==> src/rtl/counter_ud_sequencer.sv <==
// Command sequencer for an up/down counter: runs to a target, or bounces
// 0<->target N times, stopping exactly on goal and flagging a stalled counter.
module counter_ud_sequencer #(
    parameter int WIDTH   = 8,
    parameter int REP_W   = 4,
    parameter int TIMEOUT = 16
) (
    input  logic             clk,
    input  logic             reset,
    input  logic             cmd_valid,
    output logic             cmd_ready,
    input  logic [1:0]       cmd_mode,
    input  logic [WIDTH-1:0] cmd_target,
    input  logic [REP_W-1:0] cmd_reps,
    input  logic             abort,
    input  logic [WIDTH-1:0] ctr_val,
    output logic             ctr_en,
    output logic             ctr_ud,
    output logic             ctr_clr,
    output logic             busy,
    output logic             done,
    output logic             err,
    output logic [REP_W-1:0] pass_cnt
);

    localparam int WD_W = $clog2(TIMEOUT + 1);

    typedef enum logic [1:0] {IDLE, CLR, RUN, DONE} state_t;
    typedef enum logic [1:0] {M_UP, M_DOWN, M_BOUNCE, M_RSVD} mode_t;

    state_t           state;
    mode_t            mode;
    logic [WIDTH-1:0] target;
    logic [WIDTH-1:0] goal;
    logic [WIDTH-1:0] prev_val;
    logic [REP_W-1:0] reps;
    logic [WD_W-1:0]  wd_cnt;

    logic             at_goal;
    logic             stall;
    logic             wd_hit;
    logic [REP_W-1:0] pass_nxt;

    assign at_goal  = (ctr_val == goal);
    // Enable is combinational so the counter never steps past the goal
    assign ctr_en   = (state == RUN) && !at_goal;
    assign stall    = ctr_en && (ctr_val == prev_val);
    assign wd_hit   = stall && (wd_cnt == WD_W'(TIMEOUT - 1));
    assign pass_nxt = pass_cnt + 1'b1;

    always_ff @(posedge clk or negedge reset) begin
        if (!reset) begin
            state     <= IDLE;
            mode      <= M_UP;
            target    <= '0;
            goal      <= '0;
            prev_val  <= '0;
            reps      <= '0;
            wd_cnt    <= '0;
            cmd_ready <= 1'b1;
            ctr_ud    <= 1'b1;
            ctr_clr   <= 1'b0;
            busy      <= 1'b0;
            done      <= 1'b0;
            err       <= 1'b0;
            pass_cnt  <= '0;
        end else begin
            ctr_clr  <= 1'b0;
            prev_val <= ctr_val;
            unique case (state)
                IDLE: begin
                    if (cmd_valid) begin
                        mode      <= mode_t'(cmd_mode);
                        target    <= cmd_target;
                        goal      <= cmd_target;
                        reps      <= (cmd_reps == '0) ? REP_W'(1) : cmd_reps;
                        err       <= 1'b0;
                        pass_cnt  <= '0;
                        wd_cnt    <= '0;
                        cmd_ready <= 1'b0;
                        busy      <= 1'b1;
                        unique case (mode_t'(cmd_mode))
                            M_UP: begin
                                state  <= RUN;
                                ctr_ud <= 1'b1;
                            end
                            M_DOWN: begin
                                state  <= RUN;
                                ctr_ud <= 1'b0;
                            end
                            M_BOUNCE: begin
                                state   <= CLR;
                                ctr_ud  <= 1'b1;
                                ctr_clr <= 1'b1;
                            end
                            M_RSVD: begin
                                state <= DONE;
                                err   <= 1'b1;
                                done  <= 1'b1;
                            end
                        endcase
                    end
                end
                CLR: begin
                    if (abort) begin
                        state <= DONE;
                        done  <= 1'b1;
                    end else begin
                        state <= RUN;
                    end
                end
                RUN: begin
                    wd_cnt <= stall ? wd_cnt + 1'b1 : '0;
                    if (abort) begin
                        state <= DONE;
                        done  <= 1'b1;
                    end else if (wd_hit) begin
                        state <= DONE;
                        done  <= 1'b1;
                        err   <= 1'b1;
                    end else if (at_goal) begin
                        if (mode != M_BOUNCE) begin
                            state <= DONE;
                            done  <= 1'b1;
                        end else if (ctr_ud && target != '0) begin
                            ctr_ud <= 1'b0;
                            goal   <= '0;
                        end else begin
                            // Back at zero (or target==0): one pass done
                            pass_cnt <= pass_nxt;
                            if (pass_nxt == reps) begin
                                state <= DONE;
                                done  <= 1'b1;
                            end else begin
                                ctr_ud <= 1'b1;
                                goal   <= target;
                            end
                        end
                    end
                end
                DONE: begin
                    state     <= IDLE;
                    done      <= 1'b0;
                    busy      <= 1'b0;
                    cmd_ready <= 1'b1;
                end
            endcase
        end
    end

endmodule

==> config.mk <==
export PLATFORM = sky130hd
export DESIGN_NAME = counter_ud_sequencer
export DESIGN_NICKNAME = d
export VERILOG_FILES = /design/src/rtl/counter_ud_sequencer.sv
export SDC_FILE = /design/constraint.sdc
export NUM_CORES = 1
export LEC_CHECK = 0
export CAP_MARGIN = 20
export CORE_ASPECT_RATIO = 1.5
export CORE_MARGIN = 4
export CORE_UTILIZATION = 48
export CTS_CLUSTER_DIAMETER = 100
export CTS_CLUSTER_SIZE = 10
export DETAILED_ROUTE_END_ITERATION = 6
export PLACE_DENSITY_LB_ADDON = 0.08
export SYNTH_ARGS = -nofsm -noshare
export SYNTH_HDL_FRONTEND = slang
export SYNTH_SLANG_ARGS = --single-unit
==> constraint.sdc <==
create_clock -name clk -period 2.1 [get_ports clk]
set_clock_uncertainty 0.1 [all_clocks]
set_input_delay 0.315 -clock clk [delete_from_list [all_inputs] [get_ports clk]]
set_output_delay 0.315 -clock clk [all_outputs]
set_load 0.05 [all_outputs]
* After elaboration in Yosys (flattened, before gate mapping)
Cells that the tools add are included.
** Storage, ports and cells
- Register bits after elaboration :: 47
- Bits of input ports :: 26
- Output and inout bits :: 11
- Word-level logic and storage cells :: 123
** Operators by class
- Add/sub/neg operators :: 2
- Reduce and logical (&&, ||, !) cells :: 22
- Multiplexer cells :: 60
- Equal/unequal tests :: 25
** Operators by type and width (count)
- 8-bit 2-to-1 mux :: 7
- 4-bit 2-to-1 mux :: 7
- 1-bit 2-to-1 mux :: 26
- 2-bit != test, second input constant :: 9
- 8-bit equality test :: 2
- 8-bit one-hot mux with 2 select lines :: 1
- 2-bit 2-to-1 mux :: 7
- 7-bit AND reduction :: 2
- 5-bit 2-to-1 mux :: 2
- 1-bit one-hot mux with 2 select lines :: 5
- 5-bit one-hot mux with 2 select lines :: 1
- 2-bit equality test, second input constant :: 4
- 2-bit one-hot mux with 4 select lines :: 1
- 4-bit one-hot mux with 2 select lines :: 1
- 4-bit AND reduction :: 2
- 8-bit AND reduction :: 1
- 8-bit nonzero test :: 1
- 2-bit one-hot mux with 3 select lines :: 1
- 2-bit AND reduction :: 3
- 6-bit AND reduction :: 1
- 5-bit by 1-bit adder with 5-bit output, second input constant :: 1
- 5-bit by 4-bit equality test with 1-bit output, second input constant :: 1
- 5-bit by 3-bit != test with 1-bit output, second input constant :: 1
- 5-bit != test, second input constant :: 1
- 14 further kinds :: 21

* Longest topological paths before layout
- Word-level depth :: 9
- Mapped depth :: 10
- Mapped depth without buffers :: 8

* Worst setup path after synthesis
No wires, ideal clock.
- Path type :: register to register
- Start point :: register pass_cnt[0]
- End point :: register ctr_ud
- Period minus slack after synthesis :: 2.482 ns
- Setup slack :: -0.382 ns
- Data required time :: 1.915 ns
- Arrival time :: 2.297 ns
- Path buffers :: 1
- Stages on the path, launching flop included :: 9
- Library setup time :: 0.085 ns
- Cells stage by stage :: dfrtp_1 ha_1 xor3_1 nor3_1 nand4_1 and3_1 buf_6 nand2_1 mux2_1
** Between the ends
- Longest elaborated chain between the ends :: 4
** Ends and longest elaborated chain
- start, declared :: RTL line 23 : output logic [REP_W-1:0] pass_cnt
- start signal, assigned :: RTL line 130 : pass_cnt <= pass_nxt;
- 4-bit by 1-bit adder with 4-bit output :: RTL line 49 : assign pass_nxt = pass_cnt + 1'b1;
- 4-bit equality test :: RTL line 131 : if (pass_nxt == reps) begin
- 3-bit != test (no source line)
- 8-bit AND reduction (no source line)
- end signal, assigned :: RTL line 61 : ctr_ud <= 1'b1;
- end signal, assigned :: RTL line 126 : ctr_ud <= 1'b0;
- end signal, assigned :: RTL line 135 : ctr_ud <= 1'b1;
- end, declared :: RTL line 18 : output logic ctr_ud,
Every way passes these cells.
A chain may end at the register's enable or synchronous reset.

* Worst setup path in the final report
- Start point :: register target[4]
- End point :: register state[0]
** Between the ends
- Longest elaborated chain between the ends :: 4
** Ends and longest elaborated chain
- start, declared :: RTL line 33 : logic [WIDTH-1:0] target;
- start signal, assigned :: RTL line 74 : target <= cmd_target;
- 8-bit nonzero test :: RTL line 125 : end else if (ctr_ud && target != '0) begin
- 1-bit logical AND :: RTL line 125
- 5-bit != test (no source line)
- 4-bit AND reduction (no source line)
- end signal, assigned :: RTL line 123 : state <= DONE;
- end signal, assigned :: RTL line 132 : state <= DONE;
- end signal, assigned :: RTL line 142 : state <= IDLE;
- end, declared :: RTL line 31 : state_t state;
Every way passes these cells.

==> run metrics <==
Root Driver=clkbuf_8; fin cells=377; sequential area share after synthesis=0.480; H-tree Lvls=2; Post-DP HPWL=3940 µm; fmax=0.488 GHz; global-route usage over all layers=0.181; syn_area_per_cell=9.99 µm²; initial antenna violation count=0; DRT iter0 DRCs=80; ratio of final minimum period to clock period=0.976; overall power=4550 µW; worst setup path startpoint=target[4]; maximum fanout along the worst path=6; Final Hold Viols=0; Final nets=343; reg2reg start=target[4]; PwrDens=1410 mW/mm²; Final ANT Viol Nets=0; number of max-cap violations=0; width of the die=66.4 µm; CP Class=reg -> reg; cell area after synthesis=0.00246 mm²; Crit path arrival time=2.13 ns; Hold Buf Count CTS=0; drt pass-1 iters=4; ant diodes=0; leak pwr=0.00142 µW; routability cong.=0.808; placed instance count=363; Yosys warning total=0; io pins=37; Area Overhead vs Synth=31.7%; PortBufs=36; WL/cell=14.0 µm; vias in the first global route=1866; DR DRC count=0; Hold Path Class=in -> async; num rows=31; pin count of the biggest net entering global routing=48; via count=1951; CTS Buf Count=5; Core Util, Final=0.662; Finished Cell Area=0.00324 mm²; post-layout min period=2.05 ns; EDFF count, synth=0; TritonCTS clock tree=built; Least-Margin Pin Slew=0.587 ns; layout cells sized above 1=0.215; Unique masters post-synth=44; post-place instance area=0.00305 mm²; fill count=419; Critical Path RT=2.18 ns; Mapped Cells=246; top cell type's share of synthesized area=0.458; first-pass GRT wire length=8690 µm; clock sink count=47; Max clock buf depth=2; clk_lat worst skew=0.29 ns; cell taking the most area after synthesis=dfrtp_1; CP Launch Type=flip-flop; commonest non-fill, non-tap cells in the layout=42 x dfrtp_1, 31 x nand2_1, 30 x buf_4; fin. max-slew vios=0; nature of the critical path endpoint=flip-flop; Max rail drop VDD=0.763 mV; outcome=complete, no violations; RSZ-0062 raised after global routing=yes; flops & latches, synth=47; Syn Nets=279; Primary FF master, synth=dfrtp_1; vias per inst=5.18; Worst-path clk slew=0.08 ns; Final Setup Violations=0; die height=95.6 µm; commonest non-fill, non-tap cell in the layout=dfrtp_1; total grt overflow=0; Core ar.=0.00489 mm²; full die area=0.00635 mm²; total wire length=5260 µm; asr flop ratio synth=1.00; Slew headroom=0.608; top cells by area in the synthesized netlist=dfrtp_1 46%, nand2_1 4.7%, o21ai_0 4.3%, xnor2_1 3.9%, ha_1 3.6%; Initial Utilization=0.503
==> metrics by stage <==
step / setup TNS (ns) / worst slack [ns] / hold WS [ns]
final: 0 / 0.0497 / 0.000632
after global routing: -0.242 / -0.0747 / 0.0437
after CTS: 0 / 0.00565 / 0.0219
after detailed placement: -3.55 / -0.282 / 0.345
after global placement: -3.70 / -0.264 / 0.344
after floorplan: 0 / 0.00694 / -0.0806
==> kinds of logic (layout without fill, tap and decap cells) <==
family | after synthesis | in the layout | synth area share
flip-flops | 47 | 47 | 0.480
AO/OA/AOI/OAI | 63 | 63 | 0.175
multiplexers | 7 | 7 | 0.0311
XOR/XNOR | 21 | 21 | 0.0810
AND/OR/NAND/NOR | 73 | 73 | 0.146
buffers and inverters | 28 | 93 | 0.0519
adder cells (fa/ha/maj) | 7 | 7 | 0.0356
==> state kept, by name (all words and copies together) (netlist names) <==
signal     cells
goal           8
prev_val       8
target         8
wd_cnt         5
pass_cnt       4
reps           4
mode           2
state          2
busy           1
cmd_ready      1
ctr_clr        1
ctr_ud         1
done           1
err            1
==> cell usage after synthesis, types with 2 or more instances <==
library cell and number:
mux2i_1 2, nand2_1 31, o21a_1 9, o31ai_1 4, and3_1 2, dfrtp_1 45
buf_2 3, mux2_2 4, nand4_1 3, a21oi_1 8, o21ai_0 21, inv_1 18
clkbuf_1 4, nor2_1 9, nand2b_1 3, nand3_1 7, xnor2_1 11, or4_4 2
nor3_1 4, nor2b_1 5, nor4_1 2, xor2_1 9, o221ai_1 9, dfstp_2 2
a22o_1 4, ha_1 7
==> area by class of cell <==
class                      count  area (µm²)  share of cell area
multi-input combinational    171        1200               0.372
sequential                    47        1180               0.365
timing repair buffer          67         601               0.186
clock buffer                   8         100              0.0309
tap                           66        82.6              0.0255
inverter                      18        67.6              0.0209
==> final timing paths <==
path / endpoint / slack (ns) / cells after the start
worst max-delay path: state[0] / 0.05 / 7
worst min-delay path: prev_val[6] / 0.0006 / 2
worst max register to register: state[0] / 0.05 / 7
worst min register to register: wd_cnt[4] / 0.39 / 2
max in group asynchronous: pass_cnt[2] / 1.47 / 2
min in group clk: prev_val[2] / 0.13 / 1
==> worst max-delay path, stage by stage (launching register included) <==
cell and delay (ns):
dfrtp_1 0.38, or4_4 0.55, o21ai_4 0.18, buf_6 0.14, nand3_2 0.06, a22oi_2 0.29
o2bb2ai_1 0.15, a21oi_1 0.08
==> timing repair <==
action,4_1_cts,5_1_grt
endpoints found under the setup margin,4,16
resized for setup,6,15
pin swaps,5,8
setup buffers,2,3
gates cloned,0,1
==> report_power, final <==
part	internal (µW)	switching [µW]	leakage, µW
Clock	300	278	0.0000515
Combinational	1200	1280	0.000805
Sequential	1250	255	0.000566
Total	2740	1810	0.00142
==> metal layers <==
metal	track usage	share of wire	vias to the layer above
met5	0	0	-
met4	0.0661	0.017	0
met3	0.0401	0.041	7
met2	0.287	0.51	41
met1	0.241	0.44	914
li1	-	-	989
(Power assumes the default switching activity.)
